--- src/rtl/fifo_buffer.sv ---
// Single-clock FIFO with registered read data and full/empty flags.
// Storage is a plain register array; only pointers, count and read data are reset.
module fifo_buffer #(
  parameter int unsigned DATA_WIDTH        = 32,
  parameter int unsigned BUFFER_ADDR_WIDTH = 5
) (
  input  logic                  clk,
  input  logic                  reset,
  input  logic [DATA_WIDTH-1:0] data_i,
  input  logic                  rden_i,
  input  logic                  wren_i,
  output logic [DATA_WIDTH-1:0] data_o,
  output logic                  empty_o,
  output logic                  full_o
);

  localparam int unsigned Depth = 1 << BUFFER_ADDR_WIDTH;
  localparam logic [BUFFER_ADDR_WIDTH:0] DepthCnt = (BUFFER_ADDR_WIDTH + 1)'(Depth);

  logic [DATA_WIDTH-1:0]        mem_q [Depth];
  logic [BUFFER_ADDR_WIDTH-1:0] wr_ptr_q, wr_ptr_d;
  logic [BUFFER_ADDR_WIDTH-1:0] rd_ptr_q, rd_ptr_d;
  logic [BUFFER_ADDR_WIDTH:0]   count_q, count_d;
  logic [DATA_WIDTH-1:0]        data_q, data_d;
  logic                         rd_ok, wr_ok;

  assign empty_o = (count_q == '0);
  assign full_o  = (count_q == DepthCnt);
  assign data_o  = data_q;

  // A read frees a slot on the same edge, so a full FIFO still accepts a paired write.
  assign rd_ok = rden_i & ~empty_o;
  assign wr_ok = wren_i & (~full_o | rd_ok);

  always_comb begin
    wr_ptr_d = wr_ptr_q;
    rd_ptr_d = rd_ptr_q;
    count_d  = count_q;
    data_d   = data_q;
    if (wr_ok) begin
      wr_ptr_d = wr_ptr_q + 1'b1;
    end
    if (rd_ok) begin
      rd_ptr_d = rd_ptr_q + 1'b1;
      data_d   = mem_q[rd_ptr_q];
    end
    unique case ({wr_ok, rd_ok})
      2'b10:   count_d = count_q + 1'b1;
      2'b01:   count_d = count_q - 1'b1;
      default: count_d = count_q;
    endcase
  end

  always_ff @(posedge clk or posedge reset) begin
    if (reset) begin
      wr_ptr_q <= '0;
      rd_ptr_q <= '0;
      count_q  <= '0;
      data_q   <= '0;
    end else begin
      wr_ptr_q <= wr_ptr_d;
      rd_ptr_q <= rd_ptr_d;
      count_q  <= count_d;
      data_q   <= data_d;
    end
  end

  always_ff @(posedge clk) begin
    if (wr_ok) begin
      mem_q[wr_ptr_q] <= data_i;
    end
  end

endmodule

--- config.mk ---
export PLATFORM = sky130hd
export DESIGN_NAME = fifo_buffer
export DESIGN_NICKNAME = d
export VERILOG_FILES = /design/src/rtl/fifo_buffer.sv
export SDC_FILE = /design/constraint.sdc
export NUM_CORES = 1
export LEC_CHECK = 0
export CAP_MARGIN = 20
export CORE_UTILIZATION = 35
export CTS_CLUSTER_DIAMETER = 120
export CTS_CLUSTER_SIZE = 12
export DETAILED_ROUTE_END_ITERATION = 10
export PLACE_DENSITY = 0.51
export SYNTH_ARGS = -nofsm -noshare
export SYNTH_HDL_FRONTEND = slang
export SYNTH_SLANG_ARGS = --single-unit
--- constraint.sdc ---
create_clock -name clk -period 5.7 [get_ports clk]
set_input_delay 0.855 -clock clk [delete_from_list [all_inputs] [get_ports clk]]
set_output_delay 0.855 -clock clk [all_outputs]
set_load 0.03 [all_outputs]
# Word-level counts from Yosys, hierarchy flattened
# Memories as Yosys holds them, arrays and structs flattened. A register that Yosys moved wholly into a read port is not among the register bits.
# Cells that the tools add are included.
# op_classes
reduce_logical,2
n_mux,3
mul,0
n_shift,0
add_sub_neg,4
div,0
n_eq_ne,3
n_bitwise,5
order_cmp,0
# ops
operator,count
one-hot mux 6 bit (2 select lines),1
"adder 5 x 1 -> 5 bit, second input constant",2
"adder 6 x 1 -> 6 bit, second input constant",1
"== test 6 bit, second input constant",1
zero test 6 bit,1
"subtractor 6 x 1 -> 6 bit, second input constant",1
AND 1 bit,2
"== test 2 x 1 -> 1 bit, second input constant",1
"== test 2 bit, second input constant",1
two-way mux 1 bit,2
NOT 1 bit,2
nonzero test 2 bit,1
bitwise OR 1 bit,1
# word_totals
output_inout_bits,34
mem_count,1
latchBits,0
ff_bits,16
word_cells,21
ram_bits,1024
mem_bits_ro,0
# mem_list
name,words,width,rd,rd_ports_with_merged_regs,wr,line,source
mem_q,32,32,1,1,1,20,logic [DATA_WIDTH-1:0] mem_q [Depth];

# Depth between registers and ports, before layout
# Gate-level depths: netlist of run 1.
# logic_depth
word_depth,7
ltp_mapped,12

# Worst setup path after synthesis of run 1
# No wires, ideal clock.
# synth_timing
path_type,input-to-reg
from,input port rden_i
to,memory mem_q[31][0] (enable)
setup_ns,0.421
stages,6
t_arrival_ns,2.938
path_slack_ns,2.341
cell_sequence,nand2b_1 -> o31a_1 -> clkbuf_1 -> nand2_1 -> buf_2 -> nor2_1
# synth_via
elab_chain_cells,5
# synth_rtl
item,line,source
start: declaration,10,"input logic rden_i,"
AND 1 bit,32,assign rd_ok = rden_i & ~empty_o;
bitwise OR 1 bit,33,assign wr_ok = wren_i & (~full_o | rd_ok);
AND 1 bit,33,
two-way mux 1 bit,69,if (wr_ok) begin
two-way mux 1 bit (implied by the code),70,mem_q[wr_ptr_q] <= data_i;
end: declaration,20,
# No other way between the ends.

==> results of run 1 <==
## metrics by stage
step,cells,utilization [%],area (sq um),hold slack [ns],total power [mW]
after floorplan,1879,-,41100,0.479,14.1
after global placement,3413,37.6,43700,0.511,16.9
after detailed placement,3413,37.6,43700,0.509,17.0
after CTS,3600,40.1,46600,0.500,23.1
after global routing,3612,40.3,46900,0.528,23.7
final,3617,40.3,46900,0.525,22.8
## worst max path at each step
stage	from	depth (start not counted)	endpoint	slack, ns
4_1_cts	rd_ptr_q[1]$_DFFE_PP0N_	5	data_o[22]$_DFFE_PP0N_	1.89
6_report	rd_ptr_q[1]$_DFFE_PP0N_	5	data_o[5]$_DFFE_PP0N_	1.89
2_1_floorplan	rden_i	6	mem_q[31][0]$_DFFE_PP_	2.34
3_5_place_dp	rden_i	6	mem_q[20][3]$_DFFE_PP_	1.32
5_1_grt	rd_ptr_q[1]$_DFFE_PP0N_	5	data_o[5]$_DFFE_PP0N_	1.70
3_3_place_gp	rden_i	6	mem_q[20][3]$_DFFE_PP_	1.29
## synth_stat cells (2+ instances only)
cell / n
nor2_1: 71
xnor2_1: 10
mux4_2: 224
nand4_1: 3
a21o_1: 2
nand2b_1: 3
o211ai_1: 2
o31ai_1: 2
edfxtp_1: 1024
dfrtp_1: 48
nand3b_1: 6
o21ai_0: 5
clkbuf_1: 40
mux2i_1: 129
a22oi_1: 31
nand3_1: 3
mux2_2: 4
ha_1: 9
a21oi_1: 67
o22a_1: 62
buf_1: 13
buf_2: 37
a31oi_1: 31
nand2_1: 10
buf_4: 9
buf_12: 5
inv_1: 8
mux2_1: 3
## report_power, final
| group | internal [mW] | switching [mW] | leakage, nW |
|---|---|---|---|
| combinational | 2.82 | 4.06 | 3.53 |
| sequential | 9.27 | 0.507 | 9.78 |
| clock | 3.34 | 2.83 | 1.37 |
## layout make-up
| cell class | instances | area share, % |
|---|---|---|
| flip-flops and latches | 1072 | 68.1 |
| multi-input cells | 694 | 18.8 |
| clock buffers | 181 | 6.03 |
| well taps | 1524 | 4.06 |
| repair buffers | 127 | 2.71 |
| clock inverters | 6 | 0.136 |
| inverters | 8 | 0.0640 |
| diodes | 5 | 0.0267 |
## cells by family (layout without fill, tap and decap cells)
kind of cell,after synthesis,after routing,synth area share (%)
muxes,362,362,15.7
DFF,1072,1072,77.7
xor gates and xnor gates,11,11,0.234
other,0,5,0
adders and majority gates,10,10,0.323
AOI/OAI and AO/OA,207,207,3.44
and+or+nand+nor,104,104,1.14
buffers and inverters,113,322,1.44
## state kept, by name, summed over array words and instances (netlist names)
name      cells
mem_q      1024
count_q       6
rd_ptr_q      5
wr_ptr_q      5
data_o       32
## metal layers
layer | wire length, um | share of wire [%] | vias up
met1 | 45600 | 43 | 10500
met2 | 52400 | 49 | 570
met4 | 2170 | 2.0 | 2
li1 | - | - | 8149
met3 | 5910 | 5.6 | 112
met5 | 15 | 0.014 | -
==> impl_metrics.env, run 1 <==
export IMPL_synth_fp_nets=1925
export IMPL_max_freq_mhz=262
export IMPL_clockBufferDepth=3
export IMPL_track_usage_pct=18.1
export IMPL_dieArea_sq_um=119000
export IMPL_fillCellCount=10300
export IMPL_final_common_cell="edfxtp_1"
export IMPL_syn_area_sq_um=41100
export IMPL_outcome="finished, final reports clean"
export IMPL_routedWlPerCell_um=29.3
export IMPL_rrSetupSlack_ns=1.89
export IMPL_synth_area_top_cells="edfxtp_1 (75%), mux4_2 (12%), mux2i_1 (3.1%)"
export IMPL_dp_slack_ns=1.32
export IMPL_antenna_found_initial=3
export IMPL_grt_util_met3_pct=2.98
export IMPL_synth_area_per_cell_sq_um=21.9
export IMPL_clkSlewWorstSetupHoldPaths_ns=0.06
export IMPL_crit_path_end_kind="flop"
export IMPL_cp_slowest_cell="dfrtp_4"
export IMPL_slew_violations=0
export IMPL_drc=0
export IMPL_numCtsBuffers=99
export IMPL_path_delay_family="compound AO/OA/AOI/OAI gates"
export IMPL_yosys_area_top_type="edfxtp_1"
export IMPL_hp_start="count_q[4]$_DFFE_PP0P_"
export IMPL_crit_chain="nand3_2 -> o22a_1 -> a31oi_1 -> a21oi_1 -> a21oi_1"
export IMPL_yosys_warnings=0
export IMPL_grt_max_degree=91
export IMPL_r2r_start="rd_ptr_q[1]$_DFFE_PP0N_"
export IMPL_power_per_cell_area_nw_per_um2=486
export IMPL_slew_headroom_pct=27.3
export IMPL_grt_pass1_vias=19800
export IMPL_synth_edf_count=1024
export IMPL_ys_types=46
export IMPL_use_met2_pct=29.9
export IMPL_min_to="count_q[4]$_DFFE_PP0P_"
export IMPL_async_reset_ff_share_pct=4.48
export IMPL_yosysSeqAreaShare_pct=77.7
export IMPL_ctsHoldBuffers=0
export IMPL_drtIter0Drc=1890
export IMPL_rsz0062_at_grt="false"
export IMPL_period_needed_ns=3.81
export IMPL_die_height_um=345
export IMPL_clock_sinks=1072
export IMPL_cts_tree="built"
export IMPL_fin_crit_sh_pct=66.9
export IMPL_grtUsageMet1_pct=25.2
export IMPL_cts_resized_gates=0
export IMPL_cp_start_kind="flop"
export IMPL_finalHoldViolCount=0
export IMPL_finalWorstSetupSlack_ns=1.89
export IMPL_synthCells=1879
export IMPL_grt_most_used_layer="met2"
export IMPL_seqCellArea_sq_um=32000
export IMPL_power_leakage_nw=14.7
export IMPL_yosys_area_top_type_share_pct=74.8
export IMPL_core_sq_um=116000
export IMPL_hpwlAfterDp_mm=66.3
export IMPL_rows=125
export IMPL_drt_pass1_iter_count=5
export IMPL_drive_gt1_share_pct=22.2
export IMPL_critical_path_arrival_ns=4.40
export IMPL_gp_congestion=0.801
export IMPL_htree_num_levels=3
export IMPL_reg2reg_depth=5
export IMPL_critical_path_max_fanout=47
export IMPL_overflow=0
export IMPL_syn2layout_area_growth_pct=14.1
export IMPL_cts_setup_buffers=0
export IMPL_port_buffers=69
export IMPL_die_w_um=345
export IMPL_hold_path_class="reg2reg"
export IMPL_tns_ns=0
export IMPL_cpMostUsedCell="a21oi_1"
export IMPL_path_class="reg2reg"
export IMPL_ys_ff_latch=1072
export IMPL_ir_drop_mv=0.351
export IMPL_worstPathRequired_ns=6.28
export IMPL_critPathBufInv=0
export IMPL_layout_common_cells="edfxtp_1 (1024), mux4_2 (224), mux2i_1 (129)"
export IMPL_ant_nets=0
export IMPL_multi_input_area_sq_um=8830
export IMPL_ctsRootBufferMaster="clkbuf_16"
export IMPL_vias=19300
export IMPL_worst_pin_slew_ns=1.09
export IMPL_grt_pass1_wl_mm=152
export IMPL_maxCapViolations=0
export IMPL_fin_skew_ns=0.0235
export IMPL_pin_count=70
export IMPL_fin_nets=2048
export IMPL_clk_latency_ns=0.68
export IMPL_detail_route_vias_per_cell=5.34
export IMPL_cp_slowest_stage_delay_ns=1.07
export IMPL_finalSetupViolations=0
export IMPL_r2r_end="data_o[5]$_DFFE_PP0N_"
export IMPL_start_util_pct=35.3
export IMPL_hold_depth=1
export IMPL_routed_wl_mm=106
export IMPL_yosys_most_used_dff="edfxtp_1"
(Power assumes the default switching activity.)
==> inputs of run 2 (changes only) <==
clock period = 4 ns   (was 5.7 ns; I/O delays follow)
==> impl_metrics.env, run 2 (same netlist as run 1, synthesis figures left out) <==
export IMPL_max_freq_mhz=309
export IMPL_largest_reg_flops=1024
export IMPL_clkSlewWorstSetupHoldPaths_ns=0.06
export IMPL_worst_pin_slew_ns=0.933
export IMPL_track_usage_pct=17.3
export IMPL_period_needed_ns=3.23
export IMPL_numCtsBuffers=99
export IMPL_tns_ns=0
export IMPL_clock_sinks=1072
export IMPL_pin_count=70
export IMPL_dieArea_sq_um=119000
export IMPL_overflow=0
export IMPL_cp_start_kind="flop"
export IMPL_critical_path_max_fanout=7
export IMPL_dp_slack_ns=0.644
export IMPL_hold_path_class="in2async"
export IMPL_power_leakage_nw=15.1
export IMPL_clockBufferDepth=3
export IMPL_rows=125
export IMPL_cts_tree="built"
export IMPL_path_class="reg2out"
export IMPL_ir_drop_mv=0.376
export IMPL_fin_nets=2109
export IMPL_slew_violations=0
export IMPL_drc=0
export IMPL_rsz0062_at_grt="false"
export IMPL_detail_route_vias_per_cell=5.21
export IMPL_grt_pass1_vias=20000
export IMPL_crit_path_end_kind="output port"
export IMPL_hpwlAfterDp_mm=58.8
export IMPL_routedWlPerCell_um=27.7
export IMPL_core_sq_um=116000
export IMPL_port_buffers=69
export IMPL_ctsRootBufferMaster="clkbuf_16"
export IMPL_grt_pass1_wl_mm=146
export IMPL_syn2layout_area_growth_pct=16.2
export IMPL_gp_congestion=0.750
export IMPL_die_w_um=345
export IMPL_clk_latency_ns=0.67
export IMPL_drt_pass1_iter_count=7
export IMPL_power_per_cell_area_nw_per_um2=672
export IMPL_finalHoldViolCount=0
export IMPL_critical_path_arrival_ns=2.63
export IMPL_layout_common_cells="edfxtp_1 (1024), mux4_2 (224), mux2i_1 (129)"
export IMPL_antenna_found_initial=6
export IMPL_regMostFlops="mem_q"
export IMPL_cts_setup_buffers=0
export IMPL_fin_crit_sh_pct=80.8
export IMPL_start_util_pct=35.3
export IMPL_drive_gt1_share_pct=23.4
export IMPL_vias=19100
export IMPL_outcome="finished, final reports clean"
export IMPL_worstPathRequired_ns=3.40
export IMPL_grt_max_degree=65
export IMPL_die_height_um=345
export IMPL_maxCapViolations=0
export IMPL_routed_wl_mm=102
export IMPL_htree_num_levels=3
export IMPL_finalWorstSetupSlack_ns=0.768
export IMPL_ant_nets=0
export IMPL_ctsHoldBuffers=0
export IMPL_cts_resized_gates=0
export IMPL_final_common_cell="edfxtp_1"
export IMPL_drtIter0Drc=1529
export IMPL_fin_skew_ns=0.0288
export IMPL_slew_headroom_pct=37.8
export IMPL_finalSetupViolations=0
run 2: changes by cell type in the layout (fill, tap and decap cells not counted), sizes merged:
cell	change
diode	-3
inv	-2
buf	+37
clkdlybuf4s50	+21
clkinv	+2
run 2: layout make-up:
cell class | instances | area [sq um]
Antenna cell | 2 | 5.00
Clock buffer | 178 | 2820
Clock inverter | 6 | 67.6
Fill cell | 10200 | 68600
Inverter | 8 | 30.0
Multi-Input combinational cell | 694 | 8830
Sequential cell | 1072 | 32000
Tap cell | 1524 | 1910
Timing Repair Buffer | 188 | 2150
run 2: final timing paths:
path	slack (ns)	endpoint	depth (start not counted)	start
max in group asynchronous	2.82	data_o[24]$_DFFE_PP0N_	3	reset
min in group clk	0.51	data_o[9]$_DFFE_PP0N_	2	data_o[9]$_DFFE_PP0N_
worst max register to register	0.93	count_q[5]$_DFFE_PP0P_	11	count_q[1]$_DFFE_PP0P_
worst max-delay path	0.77	empty_o	4	count_q[1]$_DFFE_PP0P_
worst min-delay path	0.46	data_o[18]$_DFFE_PP0N_	2	reset
worst min register to register	0.51	data_o[9]$_DFFE_PP0N_	2	data_o[9]$_DFFE_PP0N_
run 2: per-stage QoR:
step | instances | cell area [sq um] | hold slack, ns | power, mW | util [%]
2_1_floorplan | 1879 | 41100 | 0.479 | 20.2 | -
3_3_place_gp | 3471 | 44600 | 0.492 | 23.7 | 38.3
3_5_place_dp | 3475 | 44700 | 0.509 | 23.8 | 38.4
4_1_cts | 3659 | 47600 | 0.441 | 32.6 | 40.9
5_1_grt | 3670 | 47800 | 0.480 | 33.4 | 41.1
6_report | 3672 | 47800 | 0.458 | 32.1 | 41.1
run 2: metal layers:
layer | vias to the layer above | track usage (%) | share of wire, %
li1 | 8256 | - | -
met3 | 119 | 3.38 | 5.1
met1 | 10300 | 24.3 | 45
met5 | - | 0 | 0.017
met2 | 426 | 28.0 | 48
met4 | 2 | 3.72 | 1.8
run 2: critical path, stage by stage (launching register included):
cell	delay, ns
dfrtp_1	0.40
or4_1	0.58
nand2b_4	0.21
nor2_1	0.11
clkdlybuf4s50_1	0.68
run 2: where the power goes:
part | switching [mW] | internal (mW) | leakage [nW]
clock network | 3.98 | 4.74 | 1.37
logic | 5.30 | 4.20 | 3.93
registers | 0.664 | 13.2 | 9.78
total | 9.94 | 22.1 | 15.1
